--- src/rtl/regfile_write_arbiter.sv ---
// Two-port writeback arbiter for the RegisterFile write port: per-port FIFOs, round-robin drain,
// combinational read-after-write hazard flag. Optional macro ZERO_REG_EN makes register 0 hardwired zero.
module regfile_write_arbiter #(
  parameter int DATA_WIDTH = 16,
  parameter int ADDR_WIDTH = 3,
  parameter int FIFO_DEPTH = 2
) (
  input  logic                  clock,
  input  logic                  reset_n,
  input  logic                  req0Valid,
  output logic                  req0Ready,
  input  logic [ADDR_WIDTH-1:0] req0Addr,
  input  logic [DATA_WIDTH-1:0] req0Data,
  input  logic                  req1Valid,
  output logic                  req1Ready,
  input  logic [ADDR_WIDTH-1:0] req1Addr,
  input  logic [DATA_WIDTH-1:0] req1Data,
  output logic [ADDR_WIDTH-1:0] writeReg,
  output logic [DATA_WIDTH-1:0] writeFile,
  output logic                  regWrite,
  input  logic [ADDR_WIDTH-1:0] readReg1,
  input  logic [ADDR_WIDTH-1:0] readReg2,
  output logic                  hazard
);

  localparam int NPORTS = 2;
  localparam int PTR_W  = $clog2(FIFO_DEPTH);
  localparam logic [PTR_W:0] PTR_ONE = 1;

  logic [NPORTS-1:0]                 req_valid;
  logic [NPORTS-1:0]                 req_ready;
  logic [NPORTS-1:0]                 push;
  logic [NPORTS-1:0]                 pop;
  logic [NPORTS-1:0]                 not_empty;
  logic [NPORTS-1:0]                 fifo_hit;
  logic [NPORTS-1:0][ADDR_WIDTH-1:0] req_addr;
  logic [NPORTS-1:0][DATA_WIDTH-1:0] req_data;
  logic [NPORTS-1:0][ADDR_WIDTH-1:0] head_addr;
  logic [NPORTS-1:0][DATA_WIDTH-1:0] head_data;

  logic                  last_grant_q, last_grant_d;
  logic                  reg_write_q, reg_write_d;
  logic [ADDR_WIDTH-1:0] write_reg_q, write_reg_d;
  logic [DATA_WIDTH-1:0] write_file_q, write_file_d;
  logic                  grant_valid;
  logic                  grant;
  logic                  commit;
  logic [ADDR_WIDTH-1:0] grant_addr;
  logic [DATA_WIDTH-1:0] grant_data;

  assign req_valid = {req1Valid, req0Valid};
  assign req_addr  = {req1Addr, req0Addr};
  assign req_data  = {req1Data, req0Data};
  assign req0Ready = req_ready[0];
  assign req1Ready = req_ready[1];

  // A hardwired-zero register can never be the target of a pending write.
  function automatic logic addr_hits(input logic [ADDR_WIDTH-1:0] a,
                                     input logic [ADDR_WIDTH-1:0] r1,
                                     input logic [ADDR_WIDTH-1:0] r2);
`ifdef ZERO_REG_EN
    return (a != '0) && ((a == r1) || (a == r2));
`else
    return (a == r1) || (a == r2);
`endif
  endfunction

  generate
    for (genvar gi = 0; gi < NPORTS; gi++) begin : g_fifo
      logic [ADDR_WIDTH-1:0] mem_addr [FIFO_DEPTH];
      logic [DATA_WIDTH-1:0] mem_data [FIFO_DEPTH];
      logic [PTR_W:0]        wr_ptr_q, wr_ptr_d;
      logic [PTR_W:0]        rd_ptr_q, rd_ptr_d;
      logic [PTR_W:0]        count;
      logic [PTR_W:0]        offset;
      logic                  full;
      logic                  hit;

      assign count          = wr_ptr_q - rd_ptr_q;
      assign full           = (wr_ptr_q[PTR_W] != rd_ptr_q[PTR_W]) &&
                              (wr_ptr_q[PTR_W-1:0] == rd_ptr_q[PTR_W-1:0]);
      assign not_empty[gi]  = (wr_ptr_q != rd_ptr_q);
      // Ready depends only on fullness: a same-cycle pop never frees a slot for the push.
      assign req_ready[gi]  = !full;
      assign push[gi]       = req_valid[gi] && !full;
      assign wr_ptr_d       = push[gi] ? wr_ptr_q + PTR_ONE : wr_ptr_q;
      assign rd_ptr_d       = pop[gi]  ? rd_ptr_q + PTR_ONE : rd_ptr_q;
      assign head_addr[gi]  = mem_addr[rd_ptr_q[PTR_W-1:0]];
      assign head_data[gi]  = mem_data[rd_ptr_q[PTR_W-1:0]];
      assign fifo_hit[gi]   = hit;

      always_ff @(posedge clock or negedge reset_n) begin
        if (!reset_n) begin
          wr_ptr_q <= '0;
          rd_ptr_q <= '0;
        end else begin
          wr_ptr_q <= wr_ptr_d;
          rd_ptr_q <= rd_ptr_d;
        end
      end

      always_ff @(posedge clock) begin
        if (push[gi]) begin
          mem_addr[wr_ptr_q[PTR_W-1:0]] <= req_addr[gi];
          mem_data[wr_ptr_q[PTR_W-1:0]] <= req_data[gi];
        end
      end

      // An entry is live when its distance from the read pointer is below the occupancy.
      always_comb begin
        hit    = 1'b0;
        offset = '0;
        for (int i = 0; i < FIFO_DEPTH; i++) begin
          offset = {1'b0, PTR_W'(i) - rd_ptr_q[PTR_W-1:0]};
          if ((offset < count) && addr_hits(mem_addr[i], readReg1, readReg2)) begin
            hit = 1'b1;
          end
        end
      end
    end
  endgenerate

  always_comb begin
    grant_valid = |not_empty;
    grant       = 1'b0;
    if (not_empty[0] && not_empty[1]) begin
      grant = ~last_grant_q;
    end else if (not_empty[1]) begin
      grant = 1'b1;
    end
    pop = '0;
    if (grant_valid) begin
      pop[grant] = 1'b1;
    end
  end

  assign grant_addr = head_addr[grant];
  assign grant_data = head_data[grant];

`ifdef ZERO_REG_EN
  assign commit = grant_valid && (grant_addr != '0);
`else
  assign commit = grant_valid;
`endif

  always_comb begin
    last_grant_d = grant_valid ? grant : last_grant_q;
    reg_write_d  = commit;
    write_reg_d  = commit ? grant_addr : write_reg_q;
    write_file_d = commit ? grant_data : write_file_q;
  end

  always_ff @(posedge clock or negedge reset_n) begin
    if (!reset_n) begin
      last_grant_q <= 1'b1;
      reg_write_q  <= 1'b0;
      write_reg_q  <= '0;
      write_file_q <= '0;
    end else begin
      last_grant_q <= last_grant_d;
      reg_write_q  <= reg_write_d;
      write_reg_q  <= write_reg_d;
      write_file_q <= write_file_d;
    end
  end

  assign regWrite  = reg_write_q;
  assign writeReg  = write_reg_q;
  assign writeFile = write_file_q;
  assign hazard    = (|fifo_hit) || (reg_write_q && addr_hits(write_reg_q, readReg1, readReg2));

endmodule

--- config.mk ---
export PLATFORM = sky130hd
export DESIGN_NAME = regfile_write_arbiter
export DESIGN_NICKNAME = d
export VERILOG_FILES = /design/src/rtl/regfile_write_arbiter.sv
export SDC_FILE = /design/constraint.sdc
export NUM_CORES = 1
export LEC_CHECK = 0
export ABC_AREA = 1
export CORE_AREA = 4 4 126 80
export DETAILED_ROUTE_END_ITERATION = 10
export DIE_AREA = 0 0 130 84
export PLACE_DENSITY = 0.85
export SLEW_MARGIN = 20
export SYNTH_ARGS = -nofsm -noshare
export SYNTH_HDL_FRONTEND = slang
export SYNTH_SLANG_ARGS = --single-unit
--- constraint.sdc ---
create_clock -name clock -period 3.12 [get_ports clock]
set_clock_uncertainty 0.15 [all_clocks]
set_input_delay 0.624 -clock clock [delete_from_list [all_inputs] [get_ports clock]]
set_output_delay 0.624 -clock clock [all_outputs]
set_load 0.005 [all_outputs]
# After elaboration in Yosys (flattened, before gate mapping)
# Memories as Yosys holds them, arrays and structs flattened.
# Index checks and enable logic that the tools add are counted.
[totals]
in_bits = 48
regBits = 29
word_cells = 83
ram_bits = 76
memories = 4
output_inout_bits = 23
[memory_table]
columns = ["name", "depth", "word_bits", "rd", "rd_ports_with_merged_regs", "wr", "line_no", "text"]
rows = [
  ["g_fifo[0].mem_data", 2, 16, 1, 0, 1, "71", "logic [DATA_WIDTH-1:0] mem_data [FIFO_DEPTH];"],
  ["g_fifo[1].mem_data", 2, 16, 1, 0, 1, "71", ""],
  ["g_fifo[0].mem_addr", 2, 3, 3, 0, 1, "70", "logic [ADDR_WIDTH-1:0] mem_addr [FIFO_DEPTH];"],
  ["g_fifo[1].mem_addr", 2, 3, 3, 0, 1, "70", ""],
]
[op_classes]
addsub = 10
n_reduce_logical = 21
n_lt_le_gt_ge = 6
n_eq_ne = 16
n_mux = 17
bitwise = 1
[ops]
columns = ["operator", "n"]
rows = [
  ["2-to-1 mux 16 bit", 2],
  ["== test 3 bit", 10],
  ["logical AND 1 bit", 11],
  ["2-to-1 mux 1 bit", 11],
  ["adder 2 x 1 -> 2 bit, second input constant", 4],
  ["< comparator 1 x 2 -> 1 bit", 4],
  ["logical OR 1 bit", 6],
  ["2-to-1 mux 3 bit", 2],
  ["!= test 2 bit", 2],
  ["OR reduction 2 bit", 2],
  ["subtractor 1 bit, first input constant", 4],
  ["subtractor 2 bit", 2],
  ["== test 1 bit", 2],
  ["zero test 1 bit", 2],
  ["< comparator 1 x 2 -> 1 bit, second input constant", 1],
  ["2-to-1 mux 2 bit", 1],
  ["!= test 1 bit", 2],
  ["demux 1 bit (select 1 bit)", 1],
  ["greater-or-equal comparator 1 bit, second input constant", 1],
  ["inverter 1 bit", 1],
]

# Depth between registers and ports, before layout
# Gate-level depths: netlist of run 1.
[depth]
depth_word = 8
ltp_mapped = 10

# Worst setup path before layout of run 1
# OpenSTA, ideal clock, no wires.
[synth_timing]
kind = "reg-to-reg"
from = "register g_fifo[0].wr_ptr_q[0]"
to = "memory g_fifo[0].mem_addr[1][0], enable pin"
setup_slack_ns = 0.743
path_stages_with_launch = 6
setup_ns = 0.399
synth_period_minus_slack_ns = 2.377
required_ns = 2.571
t_arrival_ns = 1.828
path_cell_list = "dfrtp_1 > inv_1 > ha_1 > nand2_1 > nand2_1 > nor2_1"
[synth_via]
elab_chain_len = 6
[synth_rtl]
columns = ["element", "line_no", "text"]
rows = [
  ["from (decl)", "72", "logic [PTR_W:0] wr_ptr_q, wr_ptr_d;"],
  ["from (signal assigned)", "97", "wr_ptr_q <= wr_ptr_d;"],
  ["== test 1 bit", "81", "(wr_ptr_q[PTR_W-1:0] == rd_ptr_q[PTR_W-1:0]);"],
  ["logical AND 1 bit", "80", "assign full = (wr_ptr_q[PTR_W] != rd_ptr_q[PTR_W]) &&"],
  ["zero test 1 bit", "n/a", ""],
  ["net req0Ready", "11", "output logic req0Ready,"],
  ["logical AND 1 bit", "85", "assign push[gi] = req_valid[gi] && !full;"],
  ["2-to-1 mux 1 bit", "103", "if (push[gi]) begin"],
  ["2-to-1 mux 1 bit (implied by the code)", "104", "mem_addr[wr_ptr_q[PTR_W-1:0]] <= req_addr[gi];"],
  ["to (decl)", "70", ""],
]
# The timed path passes the listed nets, and every way through them passes these cells.

# Worst setup path after layout of run 1
[layout_timing]
from = "register g_fifo[1].rd_ptr_q[0]"
to = "output port hazard"
[layout_via]
elab_cells_between_ends = 11
[layout_lines]
columns = ["element", "line_no", "text"]
rows = [
  ["from (decl)", "73", "logic [PTR_W:0] rd_ptr_q, rd_ptr_d;"],
  ["from (signal assigned)", "98", "rd_ptr_q <= rd_ptr_d;"],
  ["subtractor 1 bit", "114", "offset = {1'b0, PTR_W'(i) - rd_ptr_q[PTR_W-1:0]};"],
  ["net g_fifo[1].offset[0]", "75", "logic [PTR_W:0] offset;"],
  ["< comparator 1 x 2 -> 1 bit", "115", "if ((offset < count) && addr_hits(mem_addr[i], readReg1, readReg2)) begin"],
  ["logical AND 1 bit", "115", ""],
  ["2-to-1 mux 1 bit", "115", ""],
  ["OR reduction 2 bit", "170", "assign hazard = (|fifo_hit) || (reg_write_q && addr_hits(write_reg_q, readReg1, readReg2));"],
  ["logical OR 1 bit", "170", ""],
  ["to (decl)", "23", "output logic hazard"],
]
# The timed path passes the listed nets, and every way through them passes these cells.

==> results of run 1 <==
[power by group]
group / internal, mW / switching [mW] / leakage (nW)
logic: 1.18 / 1.75 / 1.43
clock network: 0.726 / 0.485 / 0.160
registers: 2.09 / 0.292 / 1.04
[state kept, by name (all words and copies together), names as in the netlist]
name             flops
g_fifo.mem_data     64
writeFile           16
g_fifo.mem_addr     12
g_fifo.rd_ptr_q      4
g_fifo.wr_ptr_q      4
writeReg             3
last_grant_q         1
regWrite             1
[timing repair]
action	CTS	global route
gates resized for setup	3	4
hold buffers	0	0
hold endpoints to repair	0	0
pin swaps	1	0
setup endpoints to repair	1	1
buffers inserted	2	0
[logic make-up after synthesis]
logic type	synth area share
xor gates and xnor gates	0.0310
AOI/OAI and AO/OA	0.0146
buffers and inverters	0.0461
DFF	0.638
adders and majority gates	0.0159
muxes	0.0424
and+or+nand+nor	0.212
[routing by layer]
metal,vias up,GRT usage
li1,1624,-
met1,1642,0.280
met2,161,0.340
met3,10,0.0620
met4,0,0.0434
met5,-,0
[critical path: stages (launching register included)]
cell                             delay [ns]
sky130_fd_sc_hd__dfrtp_1               0.45
sky130_fd_sc_hd__clkinvlp_4            0.24
sky130_fd_sc_hd__ha_1                  0.24
sky130_fd_sc_hd__or2_2                 0.32
sky130_fd_sc_hd__nand2_1               0.08
sky130_fd_sc_hd__nand2_1               0.05
sky130_fd_sc_hd__nor2_1                0.11
sky130_fd_sc_hd__nand2_1               0.06
sky130_fd_sc_hd__dlymetal6s2s_1        0.15
[cell type report]
class | count | area, um2 | share of cell area
clock inverter | 5 | 78.8 | 0.0133
clock buffer | 11 | 243 | 0.0411
timing repair buffer | 85 | 817 | 0.138
multi-input combinational | 293 | 1490 | 0.252
inverter | 33 | 128 | 0.0216
sequential | 105 | 3010 | 0.509
tap | 116 | 145 | 0.0246
[synthesized netlist by cell type]
cell type	number	area share
sky130_fd_sc_hd__or2_2	2	0.0027
sky130_fd_sc_hd__clkinv_1	1	0.00079
sky130_fd_sc_hd__nand2_2	1	0.0013
sky130_fd_sc_hd__xor2_1	3	0.0056
sky130_fd_sc_hd__nor2_4	1	0.0024
sky130_fd_sc_hd__xnor2_2	2	0.0069
sky130_fd_sc_hd__buf_8	1	0.0032
sky130_fd_sc_hd__nand2_4	3	0.0072
sky130_fd_sc_hd__nor2_1	13	0.010
sky130_fd_sc_hd__dfrtp_1	28	0.15
sky130_fd_sc_hd__nand2_1	177	0.14
sky130_fd_sc_hd__dfstp_2	1	0.0056
sky130_fd_sc_hd__nand3b_1	1	0.0016
sky130_fd_sc_hd__a21boi_4	1	0.0040
sky130_fd_sc_hd__o21ai_0	4	0.0042
sky130_fd_sc_hd__buf_2	6	0.0064
sky130_fd_sc_hd__nand3_1	42	0.045
sky130_fd_sc_hd__a21oi_1	6	0.0064
sky130_fd_sc_hd__edfxtp_1	76	0.48
sky130_fd_sc_hd__clkbuf_1	3	0.0024
sky130_fd_sc_hd__nor2_2	1	0.0013
sky130_fd_sc_hd__xnor2_1	10	0.019
sky130_fd_sc_hd__mux2i_1	20	0.042
sky130_fd_sc_hd__buf_1	1	0.00079
sky130_fd_sc_hd__ha_1	6	0.016
sky130_fd_sc_hd__inv_1	31	0.025
sky130_fd_sc_hd__inv_2	1	0.00079
sky130_fd_sc_hd__buf_6	3	0.0072
[path summary, 6_finish.rpt]
path	end	start	slack (ns)
max	hazard	g_fifo[1].rd_ptr_q[0]$_DFFE_PN0P_	0.31
min	writeFile[7]$_DFFE_PN0N_	writeFile[7]$_DFFE_PN0N_	0.35
max reg2reg	writeFile[8]$_DFFE_PN0N_	g_fifo[1].rd_ptr_q[0]$_DFFE_PN0P_	0.93
min reg2reg	writeFile[7]$_DFFE_PN0N_	writeFile[7]$_DFFE_PN0N_	0.35
max in group asynchronous	last_grant_q$_DFFE_PN1N_	reset_n	1.99
min in group asynchronous	writeFile[4]$_DFFE_PN0N_	reset_n	0.51
[per-stage QoR]
| step | power [mW] | utilization | setup WS [ns] |
|---|---|---|---|
| 5_1_grt | 6.96 | 0.663 | 0.156 |
| 2_1_floorplan | 4.23 | - | 0.743 |
| 3_5_place_dp | 5.25 | 0.624 | -0.0528 |
| 4_1_cts | 6.55 | 0.662 | 0.00932 |
| 3_3_place_gp | 5.10 | 0.624 | -0.0686 |
| 6_report | 6.52 | 0.663 | 0.313 |
==> flow_summary.ini, run 1 <==
[run_status]
run_status = finished clean

[setup_path]
path_max_fanout = 9
timing.critical_path.from_type = flip-flop
rr_worst_depth = 6
required_ns = 2.35
setup.worst_path.end_class = output port
path_class = reg2out
cp.arrival_ns = 2.03

[clocking]
clock_insertion_delay_worst_skew_ns = 0.34
cts-root-to-sink-buffers = 2
cts_made_buffers = 9
clock_pin_slew_worst_setup_and_hold_paths_ns = 0.07
cts_tree = built
cts.root.buffer_cell = sky130_fd_sc_hd__clkbuf_16
cts_htree_levels = 3
clkSinkCount = 105

[layout]
diodes = 0
layout_commonest_cell = sky130_fd_sc_hd__nand2_1
layoutNonFillerInstCount = 648
syn_to_final_growth_pct = 25.3
final.fill_count = 665
final_net_count = 581
final_cell_mix = sky130_fd_sc_hd__nand2_1, sky130_fd_sc_hd__edfxtp_1, sky130_fd_sc_hd__clkdlybuf4s50_1, sky130_fd_sc_hd__nand3_1, sky130_fd_sc_hd__inv_1
layout.cell_area.non_filler_mm2 = 0.00591
drive_above_1_share = 0.0827

[placed_design]
placed_cells = 630
gp_congestion = 0.898
place_area_mm2 = 0.00557
dpl.hpwl_um = 7810
io_buffers = 70

[yosys]
mean_cell_area_of_the_mapped_netlist_um2 = 10.6
synth.cell_area_mm2 = 0.00472
ys_seq_elements = 105
ys_seq_area_frac = 0.638
synthesis.instances = 445
ys_warn_count = 0
mappedNetlistNets = 499
yosys.cell_types.count = 28

[drt]
m1WireLength_um = 4650
num_vias = 3437
antenna_violating_nets_post_route = 0
routed_wl_um = 11000
top_signal_layer_used = met4
detail_route.drc_violations = 0
number_of_detailed_routing_iterations_run_before_antenna_repair = 5
route.detailed.wl_per_inst_um = 17.0
wl_met3_um = 932
wl_met2_um = 5340
initialDrtViolationCount = 369
vias_per_cell = 5.30

[global_routing]
grt_pass1_vias = 3500
grt_max_degree = 30
antenna_found_initial = 0
gr-total-overflow = 0
global_route_wire_length_before_repair_um = 17400
gr-usage-all-layers = 0.209

[floorplanning]
coreArea_mm2 = 0.00892
die_width_um = 130
starting_utilization_of_the_core_area = 0.529
boundaryPins = 71
floorplan.die.height_um = 84
placement_rows = 27
die_area_mm2 = 0.0109

[timing]
max_freq_ghz = 0.356
final.hold.worst_slack_ns = 0.349
worstMarginPinSlew_ns = 0.496
slew_headroom = 0.668
setup-violations-final = 0
grt_setup_unrepaired = false
drv_slew = 0
fraction_of_the_cycle_the_final_worst_path_needs = 0.900
period_minus_slack_ns = 2.81
setup_total_negative_slack_ns = 0
finalHoldViolations = 0

[job]
drv.max_cap_violation_count = 0

[power]
power.density_cell_area_mw_per_mm2 = 1100
cellLeakagePower_nw = 2.63
power.ir.vdd_worst_v = 0.000561

[worst_hold_path]
worstHoldPathCells = 2
holdCritPathClass = reg2reg
Note: power is estimated with default switching activity, not from simulation.
==> run 2, diff against run 1 <==
- MAX_ROUTING_LAYER: not set -> met4
==> flow_summary.ini, run 2 (synthesis gave the netlist of run 1 again) <==
[layout]
layout_commonest_cell = sky130_fd_sc_hd__nand2_1
final.fill_count = 700
diodes = 0
largest_reg_flops = 64
layoutNonFillerInstCount = 652
syn_to_final_growth_pct = 26.5
layout.core_utilization = 0.669
final_net_count = 585
drive_above_1_share = 0.0951
final_cell_mix = sky130_fd_sc_hd__nand2_1, sky130_fd_sc_hd__edfxtp_1, sky130_fd_sc_hd__clkdlybuf4s50_1, sky130_fd_sc_hd__nand3_1, sky130_fd_sc_hd__inv_1
layout.cell_area.non_filler_mm2 = 0.00597

[global_routing]
gr-total-overflow = 0
grt_util_met3 = 0.0422
grtUsageMet1 = 0.289
top_usage_layer = met2
antenna_found_initial = 0
gr-usage-all-layers = 0.211
grt_max_degree = 30
globalRouteMet2Util = 0.311
global_route_wire_length_before_repair_um = 17200
grt_pass1_vias = 3551

[floorplanning]
starting_utilization_of_the_core_area = 0.529
die_width_um = 130
placement_rows = 27
coreArea_mm2 = 0.00892
floorplan.die.height_um = 84
boundaryPins = 71
die_area_mm2 = 0.0109

[setup_path]
path_class = reg2out
timing.critical_path.cells = inv_1 -> ha_1 -> inv_1 -> ha_1 -> or2_2 -> nand2_1 -> nand2_1 -> nor2_2 -> nand2_1 -> dlymetal6s2s_1
critPathTopFamily = simple AND/OR/NAND/NOR gates
critical_path.slowest_cell = sky130_fd_sc_hd__dfrtp_1
cp.arrival_ns = 1.99
crit_path_top_cell_by_count = sky130_fd_sc_hd__nand2_1
setup.worst_path.end_class = output port
path_max_fanout = 2
timing.critical_path.from_type = flip-flop
worst-path-buf-inv = 3
required_ns = 2.35
cpPeakStageDelay_ns = 0.38

[drt]
vias_per_cell = 5.28
antenna_violating_nets_post_route = 0
num_vias = 3440
routed_wl_um = 10600
number_of_detailed_routing_iterations_run_before_antenna_repair = 5
initialDrtViolationCount = 289
route.detailed.wl_per_inst_um = 16.2
detail_route.drc_violations = 0

[power]
cellLeakagePower_nw = 2.64
post-layout-total-power_mw = 6.55
power.ir.vdd_worst_v = 0.000555
power.density_cell_area_mw_per_mm2 = 1100

[placed_design]
dpl.hpwl_um = 7710
placed_cells = 633
io_buffers = 70
pre_cts_ws_ns = -0.0725
place_area_mm2 = 0.00559
gp_congestion = 0.815

[timing]
period_minus_slack_ns = 2.77
setup_total_negative_slack_ns = 0
drv_slew = 0
fraction_of_the_cycle_the_final_worst_path_needs = 0.886
finalHoldViolations = 0
slew_headroom = 0.672
grt_setup_unrepaired = false
worstMarginPinSlew_ns = 0.491
max_freq_ghz = 0.362
setup-violations-final = 0
fin_ws_ns = 0.354
final.hold.worst_slack_ns = 0.352

[clocking]
clkSinkCount = 105
cts_htree_levels = 3
clock_pin_slew_worst_setup_and_hold_paths_ns = 0.07
clock_insertion_delay_worst_skew_ns = 0.35
cts_tree = built
cts_made_buffers = 9
cts-root-to-sink-buffers = 2
cts.root.buffer_cell = sky130_fd_sc_hd__clkbuf_16
cts_hold_buffers = 0

[worst_hold_path]
holdCritPathClass = reg2reg

[job]
drv.max_cap_violation_count = 0

[run_status]
run_status = finished clean
==> run 2: cell count changes in the layout (fill, tap and decap cells not counted), sizes merged <==
cell,previous run,this run
dlymetal6s2s,3,2
clkdlybuf4s50,64,65
buf,15,19
clkinvlp,1,2
clkinv,2,1
==> run 2: worst paths after layout <==
check	startpoint	endpoint	slack (ns)	depth (start not counted)
worst max-delay path	g_fifo[1].wr_ptr_q[0]$_DFFE_PN0N_	hazard	0.35	10
worst min-delay path	writeFile[7]$_DFFE_PN0N_	writeFile[7]$_DFFE_PN0N_	0.35	2
worst max register to register	g_fifo[1].rd_ptr_q[0]$_DFFE_PN0P_	writeFile[12]$_DFFE_PN0N_	0.98	6
worst min register to register	writeFile[7]$_DFFE_PN0N_	writeFile[7]$_DFFE_PN0N_	0.35	2
max in group asynchronous	reset_n	last_grant_q$_DFFE_PN1N_	1.99	2
min in group asynchronous	reset_n	writeFile[1]$_DFFE_PN0N_	0.51	2
==> run 2: power breakdown <==
group	switching, mW	total (mW)	leakage (nW)	internal, mW
Clock	0.492	1.27	0.164	0.776
Sequential	0.281	2.37	1.04	2.09
Combinational	1.72	2.91	1.44	1.19
Total	2.50	6.55	2.64	4.05
==> run 2: worst reg2reg max path, delay by kind of cell, from the launching register on <==
| family | cells | cell delay [ns] |
|---|---|---|
| adder cells (fa/ha/maj) | 1 | 0.35 |
| buffers and inverters | 1 | 0.24 |
| flip-flops | 1 | 0.44 |
| AND/OR/NAND/NOR | 4 | 0.84 |
==> run 2: final cells by class <==
cell class                      count  area [um2]  share of cell area
Clock buffer                       11         264              0.0442
Clock inverter                      5        83.8              0.0140
Inverter                           33         125              0.0210
Multi-Input combinational cell    293        1490               0.250
Sequential cell                   105        3010               0.505
Tap cell                          116         145              0.0243
Timing Repair Buffer               89         845               0.142
==> run 2: repair_timing <==
| action | in CTS | in global routing |
|---|---|---|
| hold endpoints to repair | 0 | 0 |
| pin swaps | 1 | 0 |
| setup endpoints to repair | 1 | 1 |
| resized for setup | 4 | 4 |
| buffers inserted | 2 | 1 |
==> run 2: layer usage <==
metal,share of wire,vias up
li1,-,1635
met1,0.46,1658
met2,0.46,124
met3,0.060,23
met4,0.027,0
met5,0,-
==> run 3, diff against run 2 <==
- SLEW_MARGIN: 20 -> not set
==> results of run 3 <==
The final DEF is identical to that of run 2; final timing and power are the same.
